File: src/rtl/game_judge.sv
// rtl/game_judge.sv - N x N tic-tac-toe judge: board, move handshake, line check, undo stack
module game_judge #(
   parameter int N = 3,
   localparam int CELLS = N * N,
   localparam int IDX_W = $clog2(CELLS),
   localparam int CNT_W = $clog2(CELLS + 1)
) (
   input  logic                 clk,
   input  logic                 reset,
   input  logic                 move_valid,
   input  logic [IDX_W-1:0]     move_idx,
   output logic                 move_ready,
   input  logic                 undo,
   output logic [2*CELLS-1:0]   board,
   output logic                 turn,
   output logic [1:0]           state,
   output logic                 game_over,
   output logic [1:0]           winner,
   output logic [CELLS-1:0]     win_mask,
   output logic [CNT_W-1:0]     move_count,
   output logic                 err
);

   typedef enum logic [1:0] {
      ST_PLAY  = 2'b00,
      ST_CHECK = 2'b01,
      ST_WIN   = 2'b10,
      ST_DRAW  = 2'b11
   } state_t;

   localparam logic [IDX_W:0]   CELLS_X   = (IDX_W + 1)'(CELLS);
   localparam logic [CNT_W-1:0] CELLS_CNT = CNT_W'(CELLS);

   state_t               state_q, state_d;
   logic [2*CELLS-1:0]   board_q, board_d;
   logic                 turn_q, turn_d;
   logic [1:0]           winner_q, winner_d;
   logic [CELLS-1:0]     win_mask_q, win_mask_d;
   logic [CNT_W-1:0]     count_q, count_d;
   logic                 err_q, err_d;
   logic                 game_over_q, game_over_d;

   // Move history; the move counter doubles as the stack pointer.
   logic [IDX_W-1:0]     stack_q [CELLS];

   logic                 ready_c;
   logic                 move_fire;
   logic                 move_ok;
   logic                 move_bad;
   logic                 undo_ok;
   logic                 undo_bad;
   logic                 idx_in_range;
   logic                 cell_empty;
   logic [IDX_W-1:0]     push_ptr;
   logic [IDX_W-1:0]     top_ptr;
   logic [IDX_W-1:0]     top_idx;
   logic                 line_any;
   logic [CELLS-1:0]     line_mask;

   // True when the N cells starting at 'start' with stride 'step' hold the same non-empty code.
   function automatic logic line_full(input logic [2*CELLS-1:0] b, input int start, input int step);
      logic [1:0] first;
      logic       ok;
      first = b[2*start +: 2];
      ok    = (first != 2'b00);
      for (int k = 1; k < N; k++) begin
         if (b[2*(start + k*step) +: 2] != first) ok = 1'b0;
      end
      return ok;
   endfunction

   // Cell mask of the line starting at 'start' with stride 'step'.
   function automatic logic [CELLS-1:0] line_cells(input int start, input int step);
      logic [CELLS-1:0] m;
      m = '0;
      for (int k = 0; k < N; k++) begin
         m[start + k*step] = 1'b1;
      end
      return m;
   endfunction

   // Evaluate all rows, columns and both diagonals against the registered board.
   always_comb begin
      line_any  = 1'b0;
      line_mask = '0;
      for (int r = 0; r < N; r++) begin
         if (line_full(board_q, r*N, 1)) begin
            line_any  = 1'b1;
            line_mask = line_mask | line_cells(r*N, 1);
         end
      end
      for (int c = 0; c < N; c++) begin
         if (line_full(board_q, c, N)) begin
            line_any  = 1'b1;
            line_mask = line_mask | line_cells(c, N);
         end
      end
      if (line_full(board_q, 0, N + 1)) begin
         line_any  = 1'b1;
         line_mask = line_mask | line_cells(0, N + 1);
      end
      if (line_full(board_q, N - 1, N - 1)) begin
         line_any  = 1'b1;
         line_mask = line_mask | line_cells(N - 1, N - 1);
      end
   end

   // FSM state register.
   always_ff @(posedge clk) begin
      if (reset) state_q <= ST_PLAY;
      else       state_q <= state_d;
   end

   // FSM next state: undo always returns to PLAY, CHECK resolves in one cycle.
   always_comb begin
      state_d = state_q;
      case (state_q)
         ST_PLAY: begin
            if (move_ok) state_d = ST_CHECK;
         end
         ST_CHECK: begin
            if (line_any)                   state_d = ST_WIN;
            else if (count_q == CELLS_CNT)  state_d = ST_DRAW;
            else                            state_d = ST_PLAY;
         end
         ST_WIN, ST_DRAW: begin
            if (undo_ok) state_d = ST_PLAY;
         end
         default: state_d = ST_PLAY;
      endcase
   end

   // FSM outputs: handshake and request classification.
   always_comb begin
      ready_c      = (state_q == ST_PLAY) && !undo;
      move_fire    = move_valid && ready_c;
      idx_in_range = ({1'b0, move_idx} < CELLS_X);
      cell_empty   = (board_q[{move_idx, 1'b0} +: 2] == 2'b00);
      move_ok      = move_fire && idx_in_range && cell_empty;
      move_bad     = move_fire && !(idx_in_range && cell_empty);
      undo_ok      = undo && (state_q != ST_CHECK) && (count_q != '0);
      undo_bad     = undo && !undo_ok;
   end

   assign push_ptr = IDX_W'(count_q);
   assign top_ptr  = IDX_W'(count_q - 1'b1);
   assign top_idx  = stack_q[top_ptr];

   // Datapath next state: board, turn, counter, result registers.
   always_comb begin
      board_d     = board_q;
      turn_d      = turn_q;
      count_d     = count_q;
      winner_d    = winner_q;
      win_mask_d  = win_mask_q;
      err_d       = move_bad || undo_bad;
      game_over_d = (state_d == ST_WIN) || (state_d == ST_DRAW);
      if (undo_ok) begin
         board_d[{top_idx, 1'b0} +: 2] = 2'b00;
         turn_d     = ~turn_q;
         count_d    = count_q - 1'b1;
         winner_d   = 2'b00;
         win_mask_d = '0;
      end else if (move_ok) begin
         board_d[{move_idx, 1'b0} +: 2] = turn_q ? 2'b10 : 2'b01;
         turn_d  = ~turn_q;
         count_d = count_q + 1'b1;
      end else if ((state_q == ST_CHECK) && line_any) begin
         // turn has already toggled, so the last mover is the opposite of turn_q.
         winner_d   = turn_q ? 2'b01 : 2'b10;
         win_mask_d = line_mask;
      end
   end

   // Datapath registers.
   always_ff @(posedge clk) begin
      if (reset) begin
         board_q     <= '0;
         turn_q      <= 1'b0;
         count_q     <= '0;
         winner_q    <= 2'b00;
         win_mask_q  <= '0;
         err_q       <= 1'b0;
         game_over_q <= 1'b0;
      end else begin
         board_q     <= board_d;
         turn_q      <= turn_d;
         count_q     <= count_d;
         winner_q    <= winner_d;
         win_mask_q  <= win_mask_d;
         err_q       <= err_d;
         game_over_q <= game_over_d;
      end
   end

   // History push; entries above the pointer are dead, so no reset is needed.
   always_ff @(posedge clk) begin
      if (!reset && move_ok) stack_q[push_ptr] <= move_idx;
   end

   assign move_ready = ready_c;
   assign board      = board_q;
   assign turn       = turn_q;
   assign state      = state_q;
   assign game_over  = game_over_q;
   assign winner     = winner_q;
   assign win_mask   = win_mask_q;
   assign move_count = count_q;
   assign err        = err_q;

endmodule

File: config.mk
export PLATFORM = sky130hd
export DESIGN_NAME = game_judge
export DESIGN_NICKNAME = d
export VERILOG_FILES = /design/src/rtl/game_judge.sv
export SDC_FILE = /design/constraint.sdc
export NUM_CORES = 1
export LEC_CHECK = 0
export ABC_AREA = 1
export BUFFER_PORTS_ARGS = -buffer_cell sky130_fd_sc_hd__buf_2
export CORE_ASPECT_RATIO = 0.9
export CORE_MARGIN = 2
export CORE_UTILIZATION = 53
export CTS_BUF_LIST = sky130_fd_sc_hd__clkbuf_8 sky130_fd_sc_hd__clkbuf_16
export CTS_CLUSTER_SIZE = 30
export DETAILED_ROUTE_END_ITERATION = 7
export PLACE_DENSITY = 0.8
export SYNTH_ARGS = -nofsm -noshare
export SYNTH_HDL_FRONTEND = slang
export SYNTH_SLANG_ARGS = --single-unit
File: constraint.sdc
create_clock -name clk -period 3.09 [get_ports clk]
set_clock_uncertainty 0.15 [all_clocks]
set_input_delay 0 -clock clk [delete_from_list [all_inputs] [get_ports clk]]
set_output_delay 0 -clock clk [all_outputs]
set_load 0.01 [all_outputs]
==> impl_metrics.ini <==
[clock_tree]
cts_buffer_depth = 2
htree_levels = 3
cts_tree = yes
clk_root_buffer_cell = clkbuf_8
insertion_delay_ns = 0.36
clock_sinks = 74
clk_pin_slew_worst_paths_ns = 0.09
cts_made_buffers = 9
postCtsSetupBuffers = 0

[logic_synthesis]
ys_dominant_reg_cell = dfxtp_1
yosysMostFrequentCell = nand2_1
yosysTopAreaCell = edfxtp_1
syn_inst = 552
synth-compound-area-share_pct = 9.59
synth-seq-area-share_pct = 43.2
synth-simple-area-share_pct = 36.1
synthMuxAreaShare_pct = 0
syn-mean-instance-area_um2 = 7.73
ys_warn_count = 0
synthArstFlopShare_pct = 0
synth_top_family_by_area = simple AND/OR/NAND/NOR gates
ys_seq_elements = 74
synth-xor-area-share_pct = 0.205
synthAdderAreaFrac_pct = 2.93
synthDominantCellAreaShare_pct = 25.3
synth_edf_count = 36
yosys-top-cells-area = edfxtp_1, dfxtp_1, nand2_1, nand3_1, inv_1
syn-num-nets = 570
synth_common_cells = nand2_1, nand3_1, inv_1, nor2_1, dfxtp_1
syn-cell-area_um2 = 4270
yosysUniqueCellTypes = 41

[power_and_ir_drop]
peakVddDrop_v = 0.000460
switching_share_pct = 44.6
clockPowerShare_pct = 21.2
pwr-share-comb_pct = 46.2
p_seq_share_pct = 32.6
cell_internal_pwr_mw = 1.98
power_density_nw_per_um2 = 736
p_leak_nw = 2.13
p_switching_mw = 1.59

[floorplan]
die_w_um = 98.6
io-pin-count = 47
die_y_um = 89.1
dieArea_um2 = 8780
num_rows = 31
initial_utilization_pct = 53.9
core-area_um2 = 7910

[finish]
final_util_pct = 61.3
area_growth_pct = 13.7
final_net_count = 625
diodes = 0
fill_cells = 739
drive_above_1_share_pct = 16.7

[critical_path]
rr_startpoint = move_count[1]
critical_path_class = flop to flop
required_ns = 3.20
end_kind = flop
r2r-end = board[9]
crit_fanout = 10
start_kind = flop
worst_ep_arrival_time_ns = 2.90
r2r_cells = 16
worst-r2r-setup-slack_ns = 0.30

[sta]
min_period_over_period_pct = 90.3
fin_tns_setup_ns = 0
rsz0062_at_grt = false
drv_slew = 0
worst_slew_pin_slew_ns = 0.688
max_slew_margin_pct = 53.8
hold_viol = 0
setup_viol = 0
fmax_mhz = 358
fin_crit_ns = 2.79

[min_path]
min_from = move_valid
worstHoldEndpoint = move_count[1]
hold_path_class = input pin to flop
hold_depth = 6

[route]
ant_nets = 0
dr.pass1.iters = 5
drc = 0
via_per_inst = 5.69
wl_per_cell_um = 15.9
vias = 4045
drt-total-wl_um = 11300
drtIter0Drc = 375

[global_route]
grt.overflow.total = 0
global_route.usage.total_pct = 26.4
antenna_found_initial = 0
grt_pass1_vias = 3623
grt_max_degree = 22
grt_pass1_wl_um = 18100

[job]
maxCapViolCount = 0

[run_status]
outcome = finished, final reports clean

[placement]
place.gp.congestion = 0.954
io_buffers = 46
dp_hpwl_um = 8310
layout by cell type (no fill, tap or decap), types with 8 or more instances in the layout:
cell,synthesis,routed
nand2_1,119,119
nand3_1,83,83
inv_1,59,60
nor2_1,57,56
buf_2,5,46
dfxtp_1,38,38
edfxtp_1,36,36
a21oi_1,25,25
o21ai_0,22,22
nor3_1,19,19
nand4_1,11,11
ha_1,10,9
clkbuf_8,0,9
inv_2,9,8
cell type report:
class                   count  area, µm²  share of cell area (%)
clock buffers               9        124                    2.55
inverters                  69        262                    5.39
flip-flops and latches     74       1840                    38.0
clock inverters             7       70.1                    1.44
repair buffers             57        330                    6.81
well taps                  99        124                    2.55
multi-input cells         396       2100                    43.3
per-layer routing:
metal / track usage (%) / part of all wire, %
met5: 0 / 0
met1: 37.8 / 47
met4: 6.60 / 1.2
met2: 41.2 / 44
met3: 5.94 / 7.8
power groups by stage:
stage | logic, mW | registers (mW) | clock network (mW)
after floorplan | 1.23 | 1.18 | 0
final | 1.65 | 1.16 | 0.757
after global placement | 1.55 | 1.18 | 0
after CTS | 1.61 | 1.16 | 0.767
after detailed placement | 1.59 | 1.18 | 0
after global routing | 1.83 | 1.17 | 0.807
kinds of logic (layout without fill, tap and decap cells):
| kind of cell | after synthesis | count (layout) |
|---|---|---|
| compound gates | 68 | 68 |
| flops | 74 | 74 |
| buf+inv | 82 | 142 |
| simple gates | 317 | 317 |
| fa+ha+maj | 10 | 10 |
| xor+xnor | 1 | 1 |
stage by stage:
| step | cells | setup slack (ns) | instance area, µm² | hold WS [ns] | power [mW] |
|---|---|---|---|---|---|
| floorplan | 552 | 0.0745 | 4270 | -0.0958 | 2.41 |
| global placement | 688 | 0.203 | 4570 | 0.113 | 2.73 |
| detailed placement | 688 | 0.0418 | 4570 | 0.116 | 2.77 |
| CTS | 711 | 0.00493 | 4830 | 0.105 | 3.54 |
| global route | 711 | 0.0406 | 4850 | 0.192 | 3.81 |
| finish | 711 | 0.299 | 4850 | 0.127 | 3.57 |
critical path, cell delays in order (launching register included):
cell and delay, ns:
dfxtp_1 0.42, inv_1 0.17, ha_4 0.30, inv_4 0.11
nand3_1 0.11, nand3_1 0.09, nand3_1 0.12, nand2_4 0.14
inv_1 0.07, ha_1 0.27, inv_1 0.05, nor2_2 0.16
nand3_1 0.16, o21bai_4 0.20, nand2_1 0.07, nand2_1 0.06
nor2_1 0.05
timing repair:
item,in CTS,in global routing
hold endpoints to repair,46,0
gates resized for setup,0,4
hold buffers,7,0
endpoints found under the setup margin,0,17
state kept, by name (all words and copies together) (netlist names):
register / flops
move_count: 4
stack_q: 36
winner: 2
err: 1
game_over: 1
win_mask: 9
turn: 1
board: 18
state: 2
worst max path at each step:
stage,startpoint,end,slack (ns),cells past startpoint
2_1_floorplan,move_count[0],board[9],0.07,19
5_1_grt,move_count[1],board[9],0.04,18
4_1_cts,move_count[1],board[9],0.005,16
3_5_place_dp,move_count[1],board[9],0.04,16
6_report,move_count[1],board[9],0.30,16
3_3_place_gp,move_count[1],board[9],0.20,16
Power figures use the tool's default switching activity.
